**config.mk**
```make
export PLATFORM = sky130hd
export DESIGN_NAME = ndn_iface_link_endpoint
export DESIGN_NICKNAME = d
export VERILOG_FILES = /design/src/rtl/ndn_link_pkg.sv /design/src/rtl/ndn_link_tx_serializer.sv /design/src/rtl/ndn_iface_link_endpoint.sv
export SDC_FILE = /design/constraint.sdc
export NUM_CORES = 1
export LEC_CHECK = 0
export CAP_MARGIN = 20
export CORE_MARGIN = 5
export CORE_UTILIZATION = 50
export CTS_CLUSTER_DIAMETER = 60
export DETAILED_ROUTE_END_ITERATION = 12
export PLACE_DENSITY = 0.68
export SETUP_SLACK_MARGIN = 0.4
export SLEW_MARGIN = 0
export SYNTH_ARGS = -nofsm -noshare
export SYNTH_HDL_FRONTEND = slang
export SYNTH_SLANG_ARGS = --single-unit
```
**constraint.sdc**
```tcl
create_clock -name clk -period 4.5 [get_ports clk]
set_clock_uncertainty 0.1 [all_clocks]
set_input_delay 0.9 -clock clk [delete_from_list [all_inputs] [get_ports clk]]
set_output_delay 0.9 -clock clk [all_outputs]
set_load 0.02 [all_outputs]
```
**src/rtl/ndn_link_pkg.sv**
```systemverilog
// Shared constants, state types and frame-size helper for the
// NDN router serial link endpoint.
package ndn_link_pkg;

   localparam int   TYPE_BIT         = 6;
   localparam logic START_LEVEL      = 1'b0;
   localparam logic END_LEVEL        = 1'b0;
   localparam logic IDLE_LEVEL       = 1'b1;
   localparam int   PREFIX_BYTES_DEF = 8;

   typedef enum logic [1:0] {
      R_IDLE,
      R_BYTE,
      R_END
   } rx_state_t;

   typedef enum logic [1:0] {
      T_IDLE,
      T_START,
      T_SHIFT,
      T_END
   } tx_state_t;

   // Bytes in a frame, meta byte included.
   function automatic int frame_bytes(
      input logic is_interest,
      input int   data_bytes,
      input int   prefix_bytes
   );
      if (is_interest)
         return 1 + prefix_bytes;
      return 1 + prefix_bytes + data_bytes;
   endfunction

endpackage

```
**src/rtl/ndn_link_tx_serializer.sv**
```systemverilog
// TX half of the link endpoint: one-byte holding register feeding a
// shift register that frames packets onto miso (start 0, bytes MSB first, end 0).
// Ports: clk, rst (async, active-high); tx_valid/tx_data/tx_ready host
// handshake; tx_busy frame in progress; tx_err underrun pulse; miso line.
module ndn_link_tx_serializer
   import ndn_link_pkg::*;
#(
   parameter int DATA_BYTES   = 32,
   parameter int PREFIX_BYTES = PREFIX_BYTES_DEF
)(
   input  logic       clk,
   input  logic       rst,
   input  logic       tx_valid,
   input  logic [7:0] tx_data,
   output logic       tx_ready,
   output logic       tx_busy,
   output logic       tx_err,
   output logic       miso
);

   localparam int MAX_BYTES = 1 + PREFIX_BYTES + DATA_BYTES;
   localparam int CW        = $clog2(MAX_BYTES + 1);

   localparam logic [CW-1:0] INT_LEN =
      CW'(frame_bytes(1'b1, DATA_BYTES, PREFIX_BYTES));
   localparam logic [CW-1:0] DAT_LEN =
      CW'(frame_bytes(1'b0, DATA_BYTES, PREFIX_BYTES));

   tx_state_t     st_q, st_d;
   logic [7:0]    hold_q;
   logic          hold_full;
   logic [7:0]    sh_q, sh_d;
   logic [2:0]    bit_q, bit_d;
   logic [CW-1:0] idx_q, idx_d;
   logic [CW-1:0] len_q, len_d;
   logic          err_d;
   logic          unload;
   logic          accept;

   assign tx_ready = !hold_full;
   assign accept   = tx_valid && tx_ready;
   assign tx_busy  = (st_q != T_IDLE);

   // Holding register; full flag survives an unload if a new
   // byte lands in the same cycle.
   always_ff @(posedge clk or posedge rst) begin
      if (rst) begin
         hold_q    <= '0;
         hold_full <= 1'b0;
      end else begin
         if (accept)
            hold_q <= tx_data;
         hold_full <= accept | (hold_full & ~unload);
      end
   end

   always_ff @(posedge clk or posedge rst) begin
      if (rst) begin
         st_q   <= T_IDLE;
         sh_q   <= '0;
         bit_q  <= '0;
         idx_q  <= '0;
         len_q  <= '0;
         tx_err <= 1'b0;
      end else begin
         st_q   <= st_d;
         sh_q   <= sh_d;
         bit_q  <= bit_d;
         idx_q  <= idx_d;
         len_q  <= len_d;
         tx_err <= err_d;
      end
   end

   always_comb begin
      st_d   = st_q;
      sh_d   = sh_q;
      bit_d  = bit_q;
      idx_d  = idx_q;
      len_d  = len_q;
      err_d  = 1'b0;
      unload = 1'b0;
      miso   = IDLE_LEVEL;
      unique case (st_q)
         T_IDLE: begin
            if (hold_full)
               st_d = T_START;
         end
         T_START: begin
            miso   = START_LEVEL;
            sh_d   = hold_q;
            unload = 1'b1;
            len_d  = hold_q[TYPE_BIT] ? INT_LEN : DAT_LEN;
            idx_d  = '0;
            bit_d  = 3'd7;
            st_d   = T_SHIFT;
         end
         T_SHIFT: begin
            miso  = sh_q[7];
            sh_d  = {sh_q[6:0], 1'b0};
            bit_d = bit_q - 3'd1;
            if (bit_q == 3'd0) begin
               if (idx_q + CW'(1) < len_q) begin
                  if (hold_full) begin
                     sh_d   = hold_q;
                     unload = 1'b1;
                     idx_d  = idx_q + CW'(1);
                     bit_d  = 3'd7;
                  end else begin
                     // Host ran dry mid-frame: close it early.
                     st_d  = T_END;
                     err_d = 1'b1;
                  end
               end else begin
                  st_d = T_END;
               end
            end
         end
         T_END: begin
            miso = END_LEVEL;
            st_d = T_IDLE;
         end
         default: st_d = T_IDLE;
      endcase
   end

endmodule

```
**src/rtl/ndn_iface_link_endpoint.sv**
```systemverilog
// Interface-side end of the NDN router serial link: deserializes mosi
// frames into a byte stream and serializes host packets onto miso.
// Ports: clk, rst (async, active-high); mosi/cs from router; miso to
// router; rx_valid/rx_data/rx_sop/rx_eop/rx_err byte stream out;
// tx_valid/tx_data/tx_ready/tx_busy/tx_err host byte stream in.
module ndn_iface_link_endpoint
   import ndn_link_pkg::*;
#(
   parameter int DATA_BYTES   = 32,
   parameter int PREFIX_BYTES = PREFIX_BYTES_DEF
)(
   input  logic       clk,
   input  logic       rst,
   input  logic       mosi,
   input  logic       cs,
   output logic       miso,
   output logic       rx_valid,
   output logic [7:0] rx_data,
   output logic       rx_sop,
   output logic       rx_eop,
   output logic       rx_err,
   input  logic       tx_valid,
   input  logic [7:0] tx_data,
   output logic       tx_ready,
   output logic       tx_busy,
   output logic       tx_err
);

   localparam int MAX_BYTES = 1 + PREFIX_BYTES + DATA_BYTES;
   localparam int CW        = $clog2(MAX_BYTES + 1);

   localparam logic [CW-1:0] INT_LEN =
      CW'(frame_bytes(1'b1, DATA_BYTES, PREFIX_BYTES));
   localparam logic [CW-1:0] DAT_LEN =
      CW'(frame_bytes(1'b0, DATA_BYTES, PREFIX_BYTES));

   rx_state_t     rx_st, rx_nx;
   logic [2:0]    bit_q, bit_d;
   logic [CW-1:0] idx_q, idx_d;
   logic [CW-1:0] len_q, len_d;
   logic [CW-1:0] cur_len;
   // Only 7 bits are kept; the 8th arrives live on mosi.
   logic [6:0]    sh_q, sh_d;
   logic [7:0]    byte_in;
   logic [7:0]    data_d;
   logic          v_d, sop_d, eop_d, err_d;

   assign byte_in = {sh_q, mosi};

   always_ff @(posedge clk or posedge rst) begin
      if (rst) begin
         rx_st    <= R_IDLE;
         bit_q    <= '0;
         idx_q    <= '0;
         len_q    <= '0;
         sh_q     <= '0;
         rx_valid <= 1'b0;
         rx_data  <= '0;
         rx_sop   <= 1'b0;
         rx_eop   <= 1'b0;
         rx_err   <= 1'b0;
      end else begin
         rx_st    <= rx_nx;
         bit_q    <= bit_d;
         idx_q    <= idx_d;
         len_q    <= len_d;
         sh_q     <= sh_d;
         rx_valid <= v_d;
         rx_data  <= data_d;
         rx_sop   <= sop_d;
         rx_eop   <= eop_d;
         rx_err   <= err_d;
      end
   end

   always_comb begin
      rx_nx   = rx_st;
      bit_d   = bit_q;
      idx_d   = idx_q;
      len_d   = len_q;
      sh_d    = sh_q;
      data_d  = rx_data;
      v_d     = 1'b0;
      sop_d   = 1'b0;
      eop_d   = 1'b0;
      err_d   = 1'b0;
      cur_len = len_q;
      unique case (rx_st)
         R_IDLE: begin
            if (!cs && mosi == START_LEVEL) begin
               rx_nx = R_BYTE;
               bit_d = 3'd7;
               idx_d = '0;
            end
         end
         R_BYTE: begin
            if (cs) begin
               err_d = 1'b1;
               rx_nx = R_IDLE;
            end else begin
               sh_d  = byte_in[6:0];
               bit_d = bit_q - 3'd1;
               if (bit_q == 3'd0) begin
                  // Meta byte sets the frame length on the fly.
                  if (idx_q == '0)
                     cur_len = byte_in[TYPE_BIT] ? INT_LEN : DAT_LEN;
                  len_d  = cur_len;
                  v_d    = 1'b1;
                  data_d = byte_in;
                  sop_d  = (idx_q == '0);
                  eop_d  = (idx_q == cur_len - CW'(1));
                  idx_d  = idx_q + CW'(1);
                  bit_d  = 3'd7;
                  if (eop_d)
                     rx_nx = R_END;
               end
            end
         end
         R_END: begin
            rx_nx = R_IDLE;
            if (cs || mosi != END_LEVEL)
               err_d = 1'b1;
         end
         default: rx_nx = R_IDLE;
      endcase
   end

   ndn_link_tx_serializer #(
      .DATA_BYTES   (DATA_BYTES),
      .PREFIX_BYTES (PREFIX_BYTES)
   ) u_tx (
      .clk      (clk),
      .rst      (rst),
      .tx_valid (tx_valid),
      .tx_data  (tx_data),
      .tx_ready (tx_ready),
      .tx_busy  (tx_busy),
      .tx_err   (tx_err),
      .miso     (miso)
   );

endmodule

```
# After elaboration in Yosys (flattened, before gate mapping)
# Index checks and enable logic that the tools add are counted.
op_classes:
  n_bitwise: 5
  n_mux: 57
  n_lt_le_gt_ge: 1
  n_eq_ne: 16
  n_reduce_logical: 21
  add_sub_neg: 5
op_table:
  columns: ["operator", "count"]
  rows:
  - ["$mux 6", 12]
  - ["$mux 8", 3]
  - ["$pmux 6 s2", 2]
  - ["$mux 1", 18]
  - ["$mux 3", 6]
  - ["$mux 2", 8]
  - ["$pmux 8 s2", 1]
  - ["$add 6x1->6 const B", 2]
  - ["$pmux 3 s2", 2]
  - ["$reduce_and 3->1", 4]
  - ["$ne 3x3->1 const B", 3]
  - ["$ne 2x1->1 const B", 4]
  - ["$pmux 2 s4", 1]
  - ["$reduce_and 4->1", 2]
  - ["$eq 2x2->1 const B", 3]
  - ["$eq 6x6->1", 1]
  - ["$logic_not 3->1", 2]
  - ["$logic_not 6->1", 1]
  - ["$lt 6x6->1", 1]
  - ["$ne 2x2->1 const B", 3]
  - ["$pmux 1 s2", 3]
  - ["$reduce_bool 2->1", 3]
  - ["$sub 3x1->3 const B", 2]
  - ["$sub 6x1->6 const B", 1]
  - ["11 further kinds", 17]
totals:
  ff_bits: 71
  output_inout_bits: 16
  in_bits: 13

# Logic depth before layout (Yosys ltp)
# Gate-level depths: netlist of the first run.
depth:
  word_depth: 11
  depth_mapped: 11
  depth_no_buf: 11

# Hierarchy
# A second synthesis of the first run with hierarchy kept.
hier_totals:
  cells_unflattened: 307
  area_unflattened_um2: 3449.6
by_module_without_submodules:
  columns: ["module", "instances", "area_per_inst_um2", "cells_per_inst", "seq_area_each_um2"]
  rows:
  - ["ndn_iface_link_endpoint", 1, 1788.0, 156, 900.9]
  - ["ndn_link_tx_serializer", 1, 1661.6, 151, 775.7]

# Least setup slack after synthesis of the first run
# No wires, ideal clock.
synth_timing:
  kind: "register -> register"
  start: "reg idx_q[0]"
  end: "reg rx_st[0]"
  setup_ps: 131
  path_slack_ps: 1951
  required_ps: 4269
  path_stages_with_launch: 12
  n_path_buf: 0
  arrival_ps: 2318
  path_cell_list: "dfrtp_1 > inv_1 > ha_1 > nor4b_2 > nand2_1 > nand2_1 > ha_1 > xor2_1 > nand4_1 > nor4_1 > a41oi_1 > or3_1"
synth_via:
  elab_chain_cells: 9
synth_lines:
  columns: ["item", "line", "text"]
  rows:
  - ["start, declared", "ndn_iface_link_endpoint.sv:39", "logic [CW-1:0] idx_q, idx_d;"]
  - ["start signal, assigned", "ndn_iface_link_endpoint.sv:65", "idx_q <= idx_d;"]
  - ["$logic_not 6->1", "ndn_iface_link_endpoint.sv:105", "if (idx_q == '0)"]
  - ["$mux 6", "ndn_iface_link_endpoint.sv:105", null]
  - ["$mux 6", "ndn_iface_link_endpoint.sv:103", "if (bit_q == 3'd0) begin"]
  - ["$mux 6", "ndn_iface_link_endpoint.sv:97", "if (cs) begin"]
  - ["$mux 6", "ndn_iface_link_endpoint.sv:88", "unique case (rx_st)"]
  - ["$sub 6x1->6", "ndn_iface_link_endpoint.sv:111", "eop_d = (idx_q == cur_len - CW'(1));"]
  - ["$eq 6x6->1 (*)", "ndn_iface_link_endpoint.sv:111", null]
  - ["$ne 3x3->1 (no line) (*)", null, null]
  - ["$reduce_and 3->1 (no line) (*)", null, null]
  - ["end signal, assigned", "ndn_iface_link_endpoint.sv:63", "rx_st <= rx_nx;"]
  - ["end, declared", "ndn_iface_link_endpoint.sv:37", "rx_state_t rx_st, rx_nx;"]
# Mark *: on every way between the ends. The rest lies on a longest branch, timed or not. The select of a mux whose other input is x is not followed.
# A chain may end at the register's enable or synchronous reset.

# Worst setup path in the final report of the first run
layout_timing:
  start: "reg u_tx.st_q[0]"
  end: "out miso"
layout_via:
  elab_chain_cells: 3
  elab_cells_between_ends: 5
  cone_classes: "eq/ne: 3; mux: 1; reduce/logical: 1"
layout_lines:
  columns: ["item", "line", "text"]
  rows:
  - ["start, declared", "ndn_link_tx_serializer.sv:29", "tx_state_t st_q, st_d;"]
  - ["start signal, assigned", "ndn_link_tx_serializer.sv:66", "st_q <= st_d;"]
  - ["$eq 2x1->1 / $eq 2x2->1 (equally long branches)", "ndn_link_tx_serializer.sv:84", "unique case (st_q)"]
  - ["$reduce_or 2->1 (no line)", null, null]
  - ["$pmux 1 s2 (*)", "ndn_link_tx_serializer.sv:84", null]
  - ["end, declared", "ndn_iface_link_endpoint.sv:16", "output logic miso,"]
# Mark *: on every way between the ends. The rest lies on a longest branch, timed or not.

==> results of run 1 <==
critical path: stages, from the launching register on:
cell             delay [ps]
dfrtp_1                 420
inv_1                   110
ha_1                    150
buf_4                   270
nand2_1                 100
nand2_1                  70
clkdlybuf4s50_1         590
power by group:
group / internal (mW) / total (mW) / leakage [nW] / switching (mW)
sequential: 0.766 / 0.881 / 0.841 / 0.115
combinational: 0.356 / 0.840 / 0.877 / 0.484
clock: 0.271 / 0.512 / 0.0987 / 0.241
total: 1.39 / 2.23 / 1.82 / 0.840
kinds of logic (layout without fill, tap and decap cells):
logic type	Yosys count	after routing	synth area share
buffers and inverters	34	68	0.0370
AND/OR/NAND/NOR	118	118	0.182
adder cells (fa/ha/maj)	16	16	0.0575
AO/OA/AOI/OAI	64	64	0.125
flip-flops	67	67	0.481
XOR/XNOR	11	11	0.0276
multiplexers	28	28	0.0894
per-layer routing:
metal / wire (µm) / up-vias / GRT usage
met2: 3180 / 62 / 0.276
met5: 0 / - / 0
met3: 302 / 21 / 0.0475
met1: 3320 / 1253 / 0.235
li1: - / 1281 / -
met4: 199 / 0 / 0.0794
flip-flops by register name, indices dropped and copies added (netlist names), 2 cells and up:
name	flops
rx_st	2
u_tx.bit_q	3
u_tx.idx_q	6
sh_q	7
rx_data	8
u_tx.len_q	2
len_q	6
u_tx.st_q	2
bit_q	3
idx_q	6
u_tx.hold_q	8
u_tx.sh_q	8
layout by cell type (no fill, tap or decap), types with 3 or more instances in the layout:
master / Yosys / layout
o311ai_1: 7 / 7
nand4_1: 6 / 6
a41oi_1: 4 / 4
or2_1: 4 / 4
nor2b_1: 6 / 6
dfrtp_1: 67 / 67
nand2_1: 23 / 23
nand2b_1: 5 / 5
o211ai_1: 5 / 5
mux2i_1: 3 / 3
inv_1: 20 / 19
or3_1: 3 / 3
xor2_1: 6 / 6
nor4b_1: 3 / 3
a31oi_1: 9 / 9
nor2_1: 24 / 24
clkbuf_8: 0 / 10
and3_1: 3 / 3
mux2_1: 24 / 24
ha_1: 16 / 16
nand3_1: 20 / 20
clkdlybuf4s50_1: 0 / 28
a22oi_1: 3 / 3
xnor2_1: 5 / 5
nor4_1: 5 / 5
buf_4: 0 / 3
o21ai_0: 8 / 8
a21oi_1: 10 / 10
nor3_1: 4 / 4
o21ai_1: 5 / 5
area by class of cell:
cell class | count | area share
clock buffer | 10 | 0.0339
timing repair buffer | 31 | 0.0746
clock inverter | 6 | 0.0157
sequential | 67 | 0.413
tap | 96 | 0.0296
multi-input combinational | 237 | 0.414
inverter | 21 | 0.0194
path summary, 6_finish.rpt:
kind | endpoint | slack (ps)
max in group asynchronous | u_tx.len_q[3] | 2690
max | miso | 1450
min reg2reg | u_tx.hold_q[3] | 390
max reg2reg | rx_st[0] | 1610
min | u_tx.hold_q[3] | 390
min in group asynchronous | u_tx.hold_q[1] | 880
==> flow_summary.ini, run 1 <==
[status]
outcome = finished clean

[placement]
io_buffers = 28
place_inst = 452
pre_cts_ws_ps = 1400
place_hpwl_um = 4880
place_congestion = 0.841
place_area_mm2 = 0.00386

[yosys]
synthFlopType = dfrtp_1
syn_nets = 367
yosys.cell_count.top_type = dfrtp_1
synth_area_per_cell_um2 = 10.3
async_flop_share = 1.00
ys_seq_area_frac = 0.481
synth_edf_count = 0
synth_area_leaders = dfrtp_1, mux2_1, ha_1
yosysWarnings = 0
syn_area_mm2 = 0.00348
synth_cell_types = 53
synth_top_area_frac = 0.481
yosysTopAreaCell = dfrtp_1
synthCells = 338
ys_ff_latch = 67
synth_commonest_cells = dfrtp_1, mux2_1, nor2_1

[global_routing]
grt_pass1_wl_um = 12400
grt_max_degree = 34
grt_pass1_vias = 2685
antenna_found_initial = 0
grt_util_all_layers = 0.179
gr-total-overflow = 0

[worst_setup_path]
end_kind = primary output
cp.required_ps = 3500
startpoint_type = flip-flop
r2r_cells = 9
worstSetupPathType = flip-flop to primary output
rr_startpoint = idx_q[0]
crit_fanout = 29
cp-startpoint = u_tx.st_q[0]
critPathArrivalTime_ps = 2050

[drt]
drc = 0
drt_first_iter_violations = 90
via_count = 2617
postRouteAntennaNets = 0
viasPerCell = 5.59
wirelength_um = 7000
dr.pass1.iters = 4
wl_per_cell_um = 15.0

[sta]
worst_pin_slew_ps = 846
hold_slack_ps = 390
fin_crit_ps = 3050
setup-violations-final = 0
grt_setup_unrepaired = no
worst_slack_ps = 1450
setup_tns_ps = 0
fmax_ghz = 0.328
maxSlewHeadroom = 0.436
post-route-period-util = 0.678
finalHoldViolations = 0
slew_viol_final = 0

[floorplan]
fp.dieW_um = 93.5
dieHeight_um = 93.5
rows = 30
num_io_pins = 29
initial_core_util = 0.513
die_area_mm2 = 0.00874
core_area_mm2 = 0.00679

[clock_tree]
cts_tree = yes
cts.clk_slew.worst_paths_ps = 80
cts_made_buffers = 9
cts_root_buffer = clkbuf_8
insertion_delay_ps = 340
cts.sinks = 67
cts_setup_buffers = 0
h-tree-depth = 3
cts.hold.buffers_added = 0
clock_path_buffers = 2
cts_resized = 0

[worst_hold_path]
min_from = u_tx.hold_q[3]
hp-class = flip-flop to flip-flop
worstHoldPathCells = 1

[power_and_ir_drop]
pwr_density_cell_mw_per_mm2 = 550
leakage_nw = 1.82
peakVddDrop_mv = 0.245
finalPower_mw = 2.23

[cells_and_area]
fin_nets = 396
final-seq-area_mm2 = 0.00168
antenna-diode-count = 0
design_area_mm2 = 0.00406
fillers = 577
multiInputGateArea_mm2 = 0.00168
area_growth_pct = 16.5
layout-drive-gt1-share = 0.0726
final_core_util = 0.597
fin_cells = 468

[flow_run]
maxCapViolCount = 0
No activity file was read; power rests on OpenSTA's default activity.
==> inputs of run 2 (changes only) <==
- clock period: 4.5 -> 3.2 ns (I/O delays scaled with it)
==> run 2 against run 1 <==
Net effect:
- first-iteration DRC count shrank 11%
- setup slack got worse by 880 ps
- final cell count rose by 1.7%
- clock-buffer cell count fell by 1
- global-route usage is essentially flat
- sequential share of layout area is 0.98 points lower
- worst hold slack lost 9.0 ps
- utilization grew 1.5 points
- design area rose by 2.4%
- clock power grew 44%
- critical endpoint is now rx_st[0]
==> flow_summary.ini, run 2 (synthesis gave the netlist of run 1 again) <==
[status]
outcome = finished clean

[global_routing]
grt_max_degree = 37
antenna_found_initial = 0
grt_pass1_vias = 2657
gr-total-overflow = 0
grt_util_all_layers = 0.179
grt_pass1_wl_um = 12400

[worst_setup_path]
critPathArrivalTime_ps = 2750
rr_startpoint = idx_q[0]
crit_fanout = 4
ff2ff_setup_slack_ps = 570
r2r_cells = 10
end_kind = flip-flop
cp.required_ps = 3320
startpoint_type = flip-flop
rr_endpoint = rx_st[0]
worstSetupPathType = flip-flop to flip-flop

[cells_and_area]
layout_commonest_cell = dfrtp_1
fin_cells = 476
layout-drive-gt1-share = 0.105
fillers = 591
reg.largest.list = rx_data x8, u_tx.hold_q x8, u_tx.sh_q x8
area_growth_pct = 19.3
antenna-diode-count = 0
final-seq-area_mm2 = 0.00168
multiInputGateArea_mm2 = 0.00170
fin_nets = 404
most-common-layout-cells = dfrtp_1, clkdlybuf4s50_1, nor2_1, mux2_1, nand2_1

[sta]
slew_viol_final = 0
finalHoldViolations = 0
setup-violations-final = 0
maxSlewHeadroom = 0.541
grt_setup_unrepaired = no
fin_crit_ps = 2630
setup_tns_ps = 0
hold_slack_ps = 381
worst_pin_slew_ps = 688
fmax_ghz = 0.380
post-route-period-util = 0.823

[placement]
io_buffers = 28
place_inst = 457
place_congestion = 0.844
place_hpwl_um = 4870

[drt]
wirelength_um = 6970
drc = 0
postRouteAntennaNets = 0
wl_per_cell_um = 14.6
viasPerCell = 5.51
drt_first_iter_violations = 80
via_count = 2625
dr.pass1.iters = 4

[floorplan]
rows = 30
dieHeight_um = 93.5
core_area_mm2 = 0.00679
num_io_pins = 29
initial_core_util = 0.513
die_area_mm2 = 0.00874
fp.dieW_um = 93.5

[clock_tree]
clock_path_buffers = 2
h-tree-depth = 3
cts_tree = yes
cts_root_buffer = clkbuf_8
insertion_delay_ps = 340
cts.clk_slew.worst_paths_ps = 80
cts.sinks = 67
cts_made_buffers = 9
cts.hold.buffers_added = 0

[flow_run]
maxCapViolCount = 0

[worst_hold_path]
worstHoldPathCells = 1
hp-class = flip-flop to flip-flop
min_from = u_tx.hold_q[6]
min_to = u_tx.len_q[5]

[power_and_ir_drop]
leakage_nw = 1.87
pwr_density_cell_mw_per_mm2 = 778
finalPower_mw = 3.24
peakVddDrop_mv = 0.418
run 2: changes by cell type in the layout (fill, tap and decap cells not counted), moves of 2 or more:
cell,previous run,this run
inv_6,1,3
clkinv_2,2,0
inv_1,19,17
inv_2,2,4
buf_4,3,10
run 2: timing repair:
item,CTS,global route
setup endpoints to repair,1,1
gates resized for setup,1,5
buffers inserted,0,3
pin swaps,0,1
run 2: worst max-delay path by stage:
stage                          end      from  cells after the start  slack (ps)
after floorplan           rx_st[0]  idx_q[0]                     11         650
after global placement    rx_st[0]  idx_q[0]                     11         460
after detailed placement  rx_st[0]  idx_q[0]                     11         380
after CTS                 rx_st[0]  idx_q[0]                     11         490
after global routing      rx_st[0]  idx_q[1]                     11         410
final                     rx_st[0]  idx_q[0]                     10         570
run 2: area by class of cell:
class                      count  share of cell area
timing repair buffer          39              0.0903
tap                           96              0.0289
clock inverter                 7              0.0199
inverter                      21              0.0190
clock buffer                   9              0.0298
multi-input combinational    237               0.409
sequential                    67               0.403
run 2: per-stage QoR:
| step | util | worst slack [ps] | area, µm² |
|---|---|---|---|
| 5_1_grt | 0.612 | 412 | 4160 |
| 3_3_place_gp | 0.575 | 460 | 3910 |
| 3_5_place_dp | 0.575 | 385 | 3910 |
| 2_1_floorplan | - | 651 | 3480 |
| 4_1_cts | 0.607 | 495 | 4120 |
| 6_report | 0.612 | 567 | 4160 |
run 2: power breakdown:
| part | internal, mW | leakage (nW) | switching, mW |
|---|---|---|---|
| registers | 1.08 | 0.841 | 0.156 |
| logic | 0.568 | 0.930 | 0.698 |
| clock network | 0.373 | 0.0988 | 0.363 |
| total | 2.02 | 1.87 | 1.22 |
run 2: critical path, stage by stage (launching register included):
cell,delay (ps)
dfrtp_1,390
inv_2,80
ha_1,170
nor4b_4,270
a21oi_1,130
ha_2,340
xor2_2,150
nand4_1,130
nor4_1,270
a41oi_1,140
or3_1,350
run 2: layer usage:
layer	track usage	vias up	routed length, µm
met5	0	-	0
met4	0.0867	0	98
met3	0.0394	6	261
met2	0.270	46	3210
met1	0.242	1267	3390
li1	-	1306	-
